==> config.mk <==
export PLATFORM = sky130hd
export DESIGN_NAME = shift_sub_div
export DESIGN_NICKNAME = d
export VERILOG_FILES = /design/src/rtl/shift_sub_div_pkg.sv /design/src/rtl/shift_sub_div_step.sv /design/src/rtl/shift_sub_div.sv
export SDC_FILE = /design/constraint.sdc
export NUM_CORES = 1
export LEC_CHECK = 0
export ABC_CLOCK_PERIOD_IN_PS = 2100
export BUFFER_PORTS_ARGS = -buffer_cell sky130_fd_sc_hd__buf_2
export CORE_MARGIN = 2
export CORE_UTILIZATION = 50
export CTS_CLUSTER_DIAMETER = 150
export DETAILED_ROUTE_END_ITERATION = 6
export MAX_ROUTING_LAYER = met4
export PLACE_DENSITY = 0.72
export SLEW_MARGIN = 20
export SYNTH_ARGS = -nofsm -noshare
export SYNTH_HDL_FRONTEND = slang
export SYNTH_SLANG_ARGS = --single-unit
==> constraint.sdc <==
create_clock -name i_clk -period 2.1 [get_ports i_clk]
set_clock_uncertainty 0.1 [all_clocks]
set_input_delay 0.105 -clock i_clk [delete_from_list [all_inputs] [get_ports i_clk]]
set_output_delay 0.105 -clock i_clk [all_outputs]
set_load 0.02 [all_outputs]
==> src/rtl/shift_sub_div_pkg.sv <==
// Shared types and defaults for the shift_sub_div restoring divider.
// FSM state encoding lives here so the top and the bench agree on it.
package shift_sub_div_pkg;

    localparam int DEF_WIDTH = 8;

    typedef enum logic [1:0] {
        IDLE = 2'd0,
        RUN  = 2'd1,
        DONE = 2'd2
    } state_t;

endpackage

==> src/rtl/shift_sub_div_step.sv <==
// One combinational restoring-division iteration:
// shift in a dividend bit, then subtract the divisor if it fits.
module shift_sub_div_step
    import shift_sub_div_pkg::*;
#(
    parameter int WIDTH = DEF_WIDTH
) (
    input  logic [WIDTH:0]   rem_i,
    input  logic             dvd_bit_i,
    input  logic [WIDTH-1:0] dvs_i,
    output logic [WIDTH:0]   rem_o,
    output logic             q_bit_o
);

    logic [WIDTH:0] shifted;
    logic [WIDTH:0] dvs_ext;

    assign dvs_ext = {1'b0, dvs_i};
    assign shifted = (rem_i << 1) | {{WIDTH{1'b0}}, dvd_bit_i};

    always_comb begin
        q_bit_o = 1'b0;
        rem_o   = shifted;
        if (shifted >= dvs_ext) begin
            q_bit_o = 1'b1;
            rem_o   = shifted - dvs_ext;
        end
    end

endmodule

==> src/rtl/shift_sub_div.sv <==
// Restoring shift-subtract divider, one quotient bit per cycle, MSB first.
// Optional macro DIV_ZERO_FLAG_EN adds o_divZero and a 1-cycle zero-divisor exit.
module shift_sub_div
    import shift_sub_div_pkg::*;
#(
    parameter int WIDTH = DEF_WIDTH
) (
    input  logic             i_clk,
    input  logic             i_arst_n,
    input  logic             i_start,
    input  logic [WIDTH-1:0] i_dividend,
    input  logic [WIDTH-1:0] i_divisor,
    output logic [WIDTH-1:0] o_quotient,
    output logic [WIDTH-1:0] o_remainder,
    output logic             o_busy,
`ifdef DIV_ZERO_FLAG_EN
    output logic             o_divZero,
`endif
    output logic             o_done
);

    localparam int CW = (WIDTH > 2) ? $clog2(WIDTH) : 1;
    localparam logic [CW-1:0] LAST = CW'(WIDTH - 1);

    state_t           state_q;
    logic [CW-1:0]    cnt_q;
    logic [WIDTH:0]   rem_q;
    logic [WIDTH-1:0] dvd_q;
    logic [WIDTH-1:0] dvs_q;
    logic [WIDTH-1:0] quot_q;
    logic [WIDTH-1:0] rmd_q;

    logic [WIDTH:0]   rem_d;
    logic             q_bit;
    logic [WIDTH-1:0] dvd_d;

    // dvd_q shifts the dividend out at the top and collects quotient bits below
    assign dvd_d = {dvd_q[WIDTH-2:0], q_bit};

    shift_sub_div_step #(
        .WIDTH(WIDTH)
    ) u_step (
        .rem_i    (rem_q),
        .dvd_bit_i(dvd_q[WIDTH-1]),
        .dvs_i    (dvs_q),
        .rem_o    (rem_d),
        .q_bit_o  (q_bit)
    );

`ifdef DIV_ZERO_FLAG_EN
    logic div0_q;
    assign o_divZero = div0_q;
`endif

    always_ff @(posedge i_clk or negedge i_arst_n) begin
        if (!i_arst_n) begin
            state_q <= IDLE;
            cnt_q   <= '0;
            rem_q   <= '0;
            dvd_q   <= '0;
            dvs_q   <= '0;
            quot_q  <= '0;
            rmd_q   <= '0;
`ifdef DIV_ZERO_FLAG_EN
            div0_q  <= 1'b0;
`endif
        end else if (i_start) begin
            state_q <= RUN;
            cnt_q   <= '0;
            rem_q   <= '0;
            dvd_q   <= i_dividend;
            dvs_q   <= i_divisor;
        end else begin
            case (state_q)
                RUN: begin
`ifdef DIV_ZERO_FLAG_EN
                    if (dvs_q == '0) begin
                        state_q <= DONE;
                        quot_q  <= '1;
                        rmd_q   <= dvd_q;
                        div0_q  <= 1'b1;
                    end else
`endif
                    begin
                        rem_q <= rem_d;
                        dvd_q <= dvd_d;
                        cnt_q <= cnt_q + 1'b1;
                        if (cnt_q == LAST) begin
                            state_q <= DONE;
                            quot_q  <= dvd_d;
                            rmd_q   <= rem_d[WIDTH-1:0];
`ifdef DIV_ZERO_FLAG_EN
                            div0_q  <= 1'b0;
`endif
                        end
                    end
                end
                default: ;
            endcase
        end
    end

    assign o_quotient  = quot_q;
    assign o_remainder = rmd_q;
    assign o_busy      = (state_q == RUN);
    assign o_done      = (state_q == DONE);

endmodule

Word level (Yosys, flattened, before mapping)
Cells that the tools add are included.
{ "totals": {"ff_bits": 45} }
{ "op_classes": {"order_cmp": 1, "reduce_logical": 4, "eq_ne": 3, "bitwise_logic": 2, "muxes": 11, "n_addsub": 2} }
{ "ops": {"columns": ["operator", "count"], "rows": [
  ["$mux W8", 5],
  ["$ge A9 B8 Y1", 1],
  ["$or A9 B1 Y9", 1],
  ["$sub A8 B8 Y8", 1],
  ["$mux W2", 3],
  ["$mux W3", 2],
  ["$reduce_bool A2 Y1", 2],
  ["$add A3 B1 Y3 const B", 1],
  ["$eq A3 B3 Y1 const B", 1],
  ["$reduce_and A3 Y1", 1],
  ["$eq A2 B1 Y1 const B", 1],
  ["$eq A2 B2 Y1 const B", 1],
  ["$reduce_and A2 Y1", 1],
  ["$mux W1", 1],
  ["$not A1 Y1", 1]
]} }

Logic depth before layout (Yosys ltp)
{ "logic_depth": {"word_depth": 5, "ltp_mapped": 9, "depth_no_buf": 9} }

By module
From an unflattened synthesis, not the netlist that was laid out.
{ "unflattened": {"hier_cells": 224, "hier_area_um2": 2458.6} }
{ "modules_own_cells": {"columns": ["mod", "area_each_um2", "seq_area_each_um2", "instances", "cells_each"], "rows": [
  ["shift_sub_div", 1911.8, 1151.1, 1, 148],
  ["shift_sub_div_step", 546.8, 0.0, 1, 76]
]} }

Worst setup path after synthesis
Ideal clock, no wire load.
{ "synth_path": {"kind": "reg-to-reg", "start": "register dvd_q[7]", "end": "register rem_q[6]", "t_required_ps": 1906, "arrival_time_ps": 1976, "path_buffers": 0, "setup_ps": 94, "setup_slack_ps": -70, "stages_incl_launch_ff": 10, "path_cell_list": "dfrtp_1 > inv_1 > ha_1 > inv_1 > fa_1 > a211oi_1 > o21ai_0 > o41a_1 > a22o_2 > a211oi_1"} }
{ "synth_via": {"elab_chain_len": 5, "word_cells_on_any_way": 6, "classes_between": "add/sub: 1; order compare: 1; mux: 3; bitwise: 1"} }
{ "synth_rtl": {"columns": ["element", "line_no", "rtl"], "rows": [
  ["start: declaration", "shift_sub_div.sv:28", "logic [WIDTH-1:0] dvd_q;"],
  ["start signal: assignment", "shift_sub_div.sv:71", "dvd_q <= i_dividend;"],
  ["start signal: assignment", "shift_sub_div.sv:86", "dvd_q <= dvd_d;"],
  ["$or A9 B1 Y9 (*)", "shift_sub_div_step.sv:19", "assign shifted = (rem_i << 1) | {{WIDTH{1'b0}}, dvd_bit_i};"],
  ["$sub A8 B8 Y8 or $ge A9 B8 Y1 (tied branches)", "shift_sub_div_step.sv:26, shift_sub_div_step.sv:24", null],
  ["$mux W8 (*)", "shift_sub_div_step.sv:24", "if (shifted >= dvs_ext) begin"],
  ["$mux W8 (*)", "shift_sub_div.sv:74", "case (state_q)"],
  ["$mux W8 (*)", "shift_sub_div.sv:67", "end else if (i_start) begin"],
  ["end signal: assignment", "shift_sub_div.sv:85", "rem_q <= rem_d;"],
  ["end: declaration", "shift_sub_div.sv:27", "logic [WIDTH:0] rem_q;"]
]} }
Mark *: on every way between the ends. The rest lies on a longest branch, timed or not. The select of a mux whose other input is x is not followed.
A chain may end at the register's enable or synchronous reset.

Worst setup path in the final report
{ "layout_path": {"start": "register rem_q[1]", "end": "register rem_q[5]"} }
{ "layout_via": {"elab_chain_len": 5, "word_cells_on_any_way": 6, "classes_between": "add/sub: 1; order compare: 1; mux: 3; bitwise: 1"} }
{ "layout_rtl": {"columns": ["element", "line_no"], "rows": [
  ["$or A9 B1 Y9 (*)", "shift_sub_div_step.sv:19"],
  ["$sub A8 B8 Y8 or $ge A9 B8 Y1 (tied branches)", "shift_sub_div_step.sv:26, shift_sub_div_step.sv:24"],
  ["$mux W8 (*)", "shift_sub_div_step.sv:24"],
  ["$mux W8 (*)", "shift_sub_div.sv:74"],
  ["$mux W8 (*)", "shift_sub_div.sv:67"]
]} }
Marked as above.

==> results.md <==
- The flow ran to the end, but the final reports show violations.
- The final reports fail on negative setup slack.
- The relative area change from synthesis to final layout is 41.37%.
- The total number of vias is 2182.
- The die span in y is about 73 um.
- Setup repair after global routing could not meet its margin everywhere.
- Measured against its own limit, the worst slew margin works out to 60.05%.
- The number of global-route vias before repair came to slightly above 2000.
- Once the floorplan was initialized, standard cells occupied 51.19% of the core.
- The congestion estimate from routability-driven global placement came to roughly 0.92.
- The horizontal extent of the die is 73.08 um.
- The total wirelength of the detailed-routed design is 6409 um.
- Port buffering added 36 buffers.
- The capturing element of the worst setup path is rem_q[5].
- Synthesis produced a netlist with a net count of 283.
- The number of buffers created by CTS is 5.
- The post-synthesis share of cell area spent on and, or, nand and nor gates is 17.72%.
- The delay of the slowest cell on the worst path is 0.41 ns.
- The peak supply drop is about 0.53 mV.
- In the post-synthesis netlist, the cell with the most instances is sky130_fd_sc_hd__nand2_1.
- In this run the remaining antenna-violating nets after routing total 0.
- The critical-path maximum fanout is 6.
- The global-route wire length before repair is 10020 um.
- The post-layout net count is 364.
- TritonCTS built the clock tree.
- 37 I/O pins were placed.
- The global-route usage over all layers is around a quarter.
- The first-pass iteration count of the detailed router is 4.
- The number of cells on the critical path is 7.
- The number of flip-flops and latches in the synthesized netlist is 45.
- The synthesized design devotes to its leading area cell type 47.19% of total area.
- The clock latency reported for the late side of the worst-skew pair is ~0.30 ns.
- Yosys attributes the largest share of cell area to sky130_fd_sc_hd__dfrtp_1, sky130_fd_sc_hd__nand2_1, sky130_fd_sc_hd__ha_1.
- The number of instances in the synthesized netlist is 253.
- The proportion of synthesized chip area in sequential cells is 47.19%.
- After synthesis, the largest family of logic cells by area is compound AO/OA/AOI/OAI gates.
- After floorplanning, the core was divided into 25 placement rows.
- The synthesized area divided by synthesized cell count is ~9.4 um^2.
- The biggest area consumer among synthesized cells is sky130_fd_sc_hd__dfrtp_1.
- The worst flop-to-flop path endpoint is rem_q[5].
- The count of routing violations after the opening detailed-route iteration is 180.
- The multiplexer share of the synthesized area is 2.989%.
- The number of cells traversed by the worst hold path is 2.
- Fill cells in the final layout number 324.
- Of the cells placed in the final design, the portion with a size suffix greater than 1 is between 30% and 40%.
- The antenna diode count is 0.
- The CTS H-tree depth is 2.
- The cell type group with the largest total delay on the critical path is compound AO/OA/AOI/OAI gates.
- Clock-pin slew was measured on the worst setup and hold paths at 0.09 ns.
- The fmax is between 400 and 500 MHz.
- The static leakage is ~1.7 nW.
- The warning count from the yosys run is 0.
- The root buffer cell chosen for the clock tree is sky130_fd_sc_hd__clkbuf_8.
- STA puts the critical path data required time at roughly 2.2 ns.
- The post-placement cell area is 0.002816 mm^2.
- Counting flops with a built-in enable in the synthesized netlist gives 0.
- The longest clock path from root to sink contains 2 buffers.
- The share of flip-flops with an asynchronous set or reset after synthesis is 100.0%.
- The initial antenna violation count is 0.
- Summing the areas of all xor and xnor instances in the mapped netlist gives under 10% of the synthesized area.
- The max-capacitance violation count is 0.
- The number of design rule violations left after detail routing is 0.
- The HPWL after detailed placement is 3918 um.
- Together, buffers and inverters on the worst path number 1.
- The critical path arrival is 2.27 ns.
- Dividing the detail-routed via count by the number of cells gives 5.609.
- Hold is met by roughly 0.14 ns.
- The power per standard cell area is 1080 mW/mm^2.
- STA classifies the critical path endpoint as a register.
- The nature of the critical path startpoint is a register.
- For the pin with the worst max-slew slack, the measured transition is ~0.60 ns.
- The hold violation count in the final report was 0.
- For this design, the sink count on the clock tree is 45.
- The floorplan step defined a core boundary enclosing 0.004661 mm^2.
- Summing every instance area after synthesis gives 0.002386 mm^2.
- The final count of pins violating max slew is 0.
- The path class of the tightest hold or removal check is primary input to register.
- The final setup slack of the worst path is -0.06435 ns.
- The signal on the critical path passes through ha_1, nor2_2, a21oi_4, o221ai_4, buf_6, nand3_1, a311oi_1.
- After routing the design area is between 0.003 and 0.004 mm^2.
- Of the total synthesized cell area, the portion taken by full adders, half adders and majority gates is 6.083%.
- Summed over all layers, the global routing overflow is 0.
- The setup slack on the worst flop-to-flop path is -0.06 ns.
- The die area is 0.005341 mm^2.
- The cell with the largest stage delay on the worst path is sky130_fd_sc_hd__dfrtp_1.
- The worst path in the final design needs a cycle of 2.164 ns, including I/O delays and setup.
- The number of endpoints failing setup at the final stage is 7.
- The number of unique standard cell types used by synthesis is 49.
- The launch point of the worst path is rem_q[1].
- In this run the critical register-to-register path is launched from rem_q[1].
- In the synthesized netlist the dominant register cell turns out to be sky130_fd_sc_hd__dfrtp_1.
- The synthesized netlist devotes 20.45% of its cell area to compound gates.
- Dividing the detail-routed wire length by the instance count gives approximately 16 um.
- The commonest cells after synthesis are sky130_fd_sc_hd__nand2_1, sky130_fd_sc_hd__dfrtp_1, sky130_fd_sc_hd__nor2_1, sky130_fd_sc_hd__o21ai_0, sky130_fd_sc_hd__inv_1.
- The cell depth of the worst flop-to-flop path is 7.
- The largest net degree at the start of global routing is 46.
- By startpoint and endpoint, the worst setup path is classified as register to register.
- After layout, the worst path uses 103.1% of the clock period.
## worst register-to-register path, cell delays in order (launching register included)
cell and delay, ns:
sky130_fd_sc_hd__dfrtp_1 0.41, sky130_fd_sc_hd__ha_1 0.28, sky130_fd_sc_hd__nor2_2 0.26, sky130_fd_sc_hd__a21oi_4 0.12, sky130_fd_sc_hd__o221ai_4 0.37, sky130_fd_sc_hd__buf_6 0.19
sky130_fd_sc_hd__nand3_1 0.08, sky130_fd_sc_hd__a311oi_1 0.27
## registers in the layout, indices dropped and copies added, names as in the netlist
signal and count:
o_remainder 8, cnt_q 3, dvs_q 8, dvd_q 8
rem_q 8, o_quotient 8, state_q 2
## cell usage in the layout (no fill, tap or decap), types with 2 or more instances in the layout
cell	n
sky130_fd_sc_hd__nand2_1	49
sky130_fd_sc_hd__dfrtp_1	45
sky130_fd_sc_hd__buf_2	36
sky130_fd_sc_hd__buf_4	27
sky130_fd_sc_hd__o21ai_0	19
sky130_fd_sc_hd__nor2_1	17
sky130_fd_sc_hd__dlygate4sd3_1	17
sky130_fd_sc_hd__inv_1	9
sky130_fd_sc_hd__mux2i_1	6
sky130_fd_sc_hd__a21oi_1	6
sky130_fd_sc_hd__ha_1	6
sky130_fd_sc_hd__a211oi_2	5
sky130_fd_sc_hd__clkbuf_8	5
sky130_fd_sc_hd__inv_2	4
sky130_fd_sc_hd__a31oi_2	4
sky130_fd_sc_hd__nor3b_1	4
sky130_fd_sc_hd__ha_4	4
sky130_fd_sc_hd__buf_6	4
sky130_fd_sc_hd__a21o_1	3
sky130_fd_sc_hd__a211o_1	3
sky130_fd_sc_hd__nor3_1	3
sky130_fd_sc_hd__o211ai_1	3
sky130_fd_sc_hd__o21ai_1	3
sky130_fd_sc_hd__nand4_1	3
sky130_fd_sc_hd__nand3_4	3
sky130_fd_sc_hd__a31oi_1	3
sky130_fd_sc_hd__a311oi_2	3
sky130_fd_sc_hd__nor2_2	2
sky130_fd_sc_hd__a311oi_1	2
sky130_fd_sc_hd__xnor2_1	2
sky130_fd_sc_hd__nand3_1	2
sky130_fd_sc_hd__buf_12	2
## power by group
group	internal (mW)	switching, mW	total [mW]
clock	0.358	0.313	0.670
combinational	0.851	1.01	1.86
sequential	1.01	0.107	1.11
## final cells by class
type / count / area [um^2] / area share (%)
multi-input cells: 183 / 1381 / 40.95
flip-flops and latches: 45 / 1126 / 33.38
clock inverters: 2 / 38.79 / 1.150
clock buffers: 6 / 72.57 / 2.151
inverters: 13 / 48.80 / 1.447
well taps: 54 / 67.56 / 2.003
repair buffers: 86 / 638.1 / 18.92
## repair_timing
item,in CTS,in global routing
pin swaps,8,5
setup endpoints to repair,13,17
buffers inserted,2,3
gates resized for setup,22,22
hold buffers,17,0
hold endpoints to repair,61,0
## routing by layer
metal | vias to the layer above | part of all wire (%) | GRT usage [%]
met1 | 1053 | 47 | 34.72
met3 | 12 | 2.9 | 4.420
met5 | - | 0 | -
met2 | 52 | 49 | 38.24
met4 | 0 | 1.7 | 6.790
li1 | 1065 | - | -
## metrics by stage
stage               util, %  std cells  worst slack, ns  TNS [ns]  power, mW
finish                72.38        389         -0.06435   -0.2163      3.645
global route          72.38        389          -0.1447   -0.9456      3.835
CTS                   69.15        386         -0.03173  -0.05108      3.369
detailed placement    60.43        359         -0.09383   -0.4163      2.509
global placement      60.43        359         -0.04401  -0.06161      2.481
floorplan                 -        253          0.02032         0      1.996
## worst min-delay path by stage
stage	slack (ns)	startpoint	end
4_1_cts	0.12	i_start	cnt_q[0]
3_3_place_gp	0.002	i_arst_n	o_remainder[3]
3_5_place_dp	0.003	i_arst_n	dvs_q[4]
5_1_grt	0.19	i_start	cnt_q[0]
2_1_floorplan	-0.29	i_arst_n	cnt_q[0]
6_report	0.14	i_start	cnt_q[0]
## cell families after synthesis
family / after synthesis
compound gates: 70
xor+xnor: 3
fa+ha+maj: 11
buf+inv: 25
flops: 45
mux: 7
simple gates: 92
Note: power is estimated with default switching activity, not from simulation.
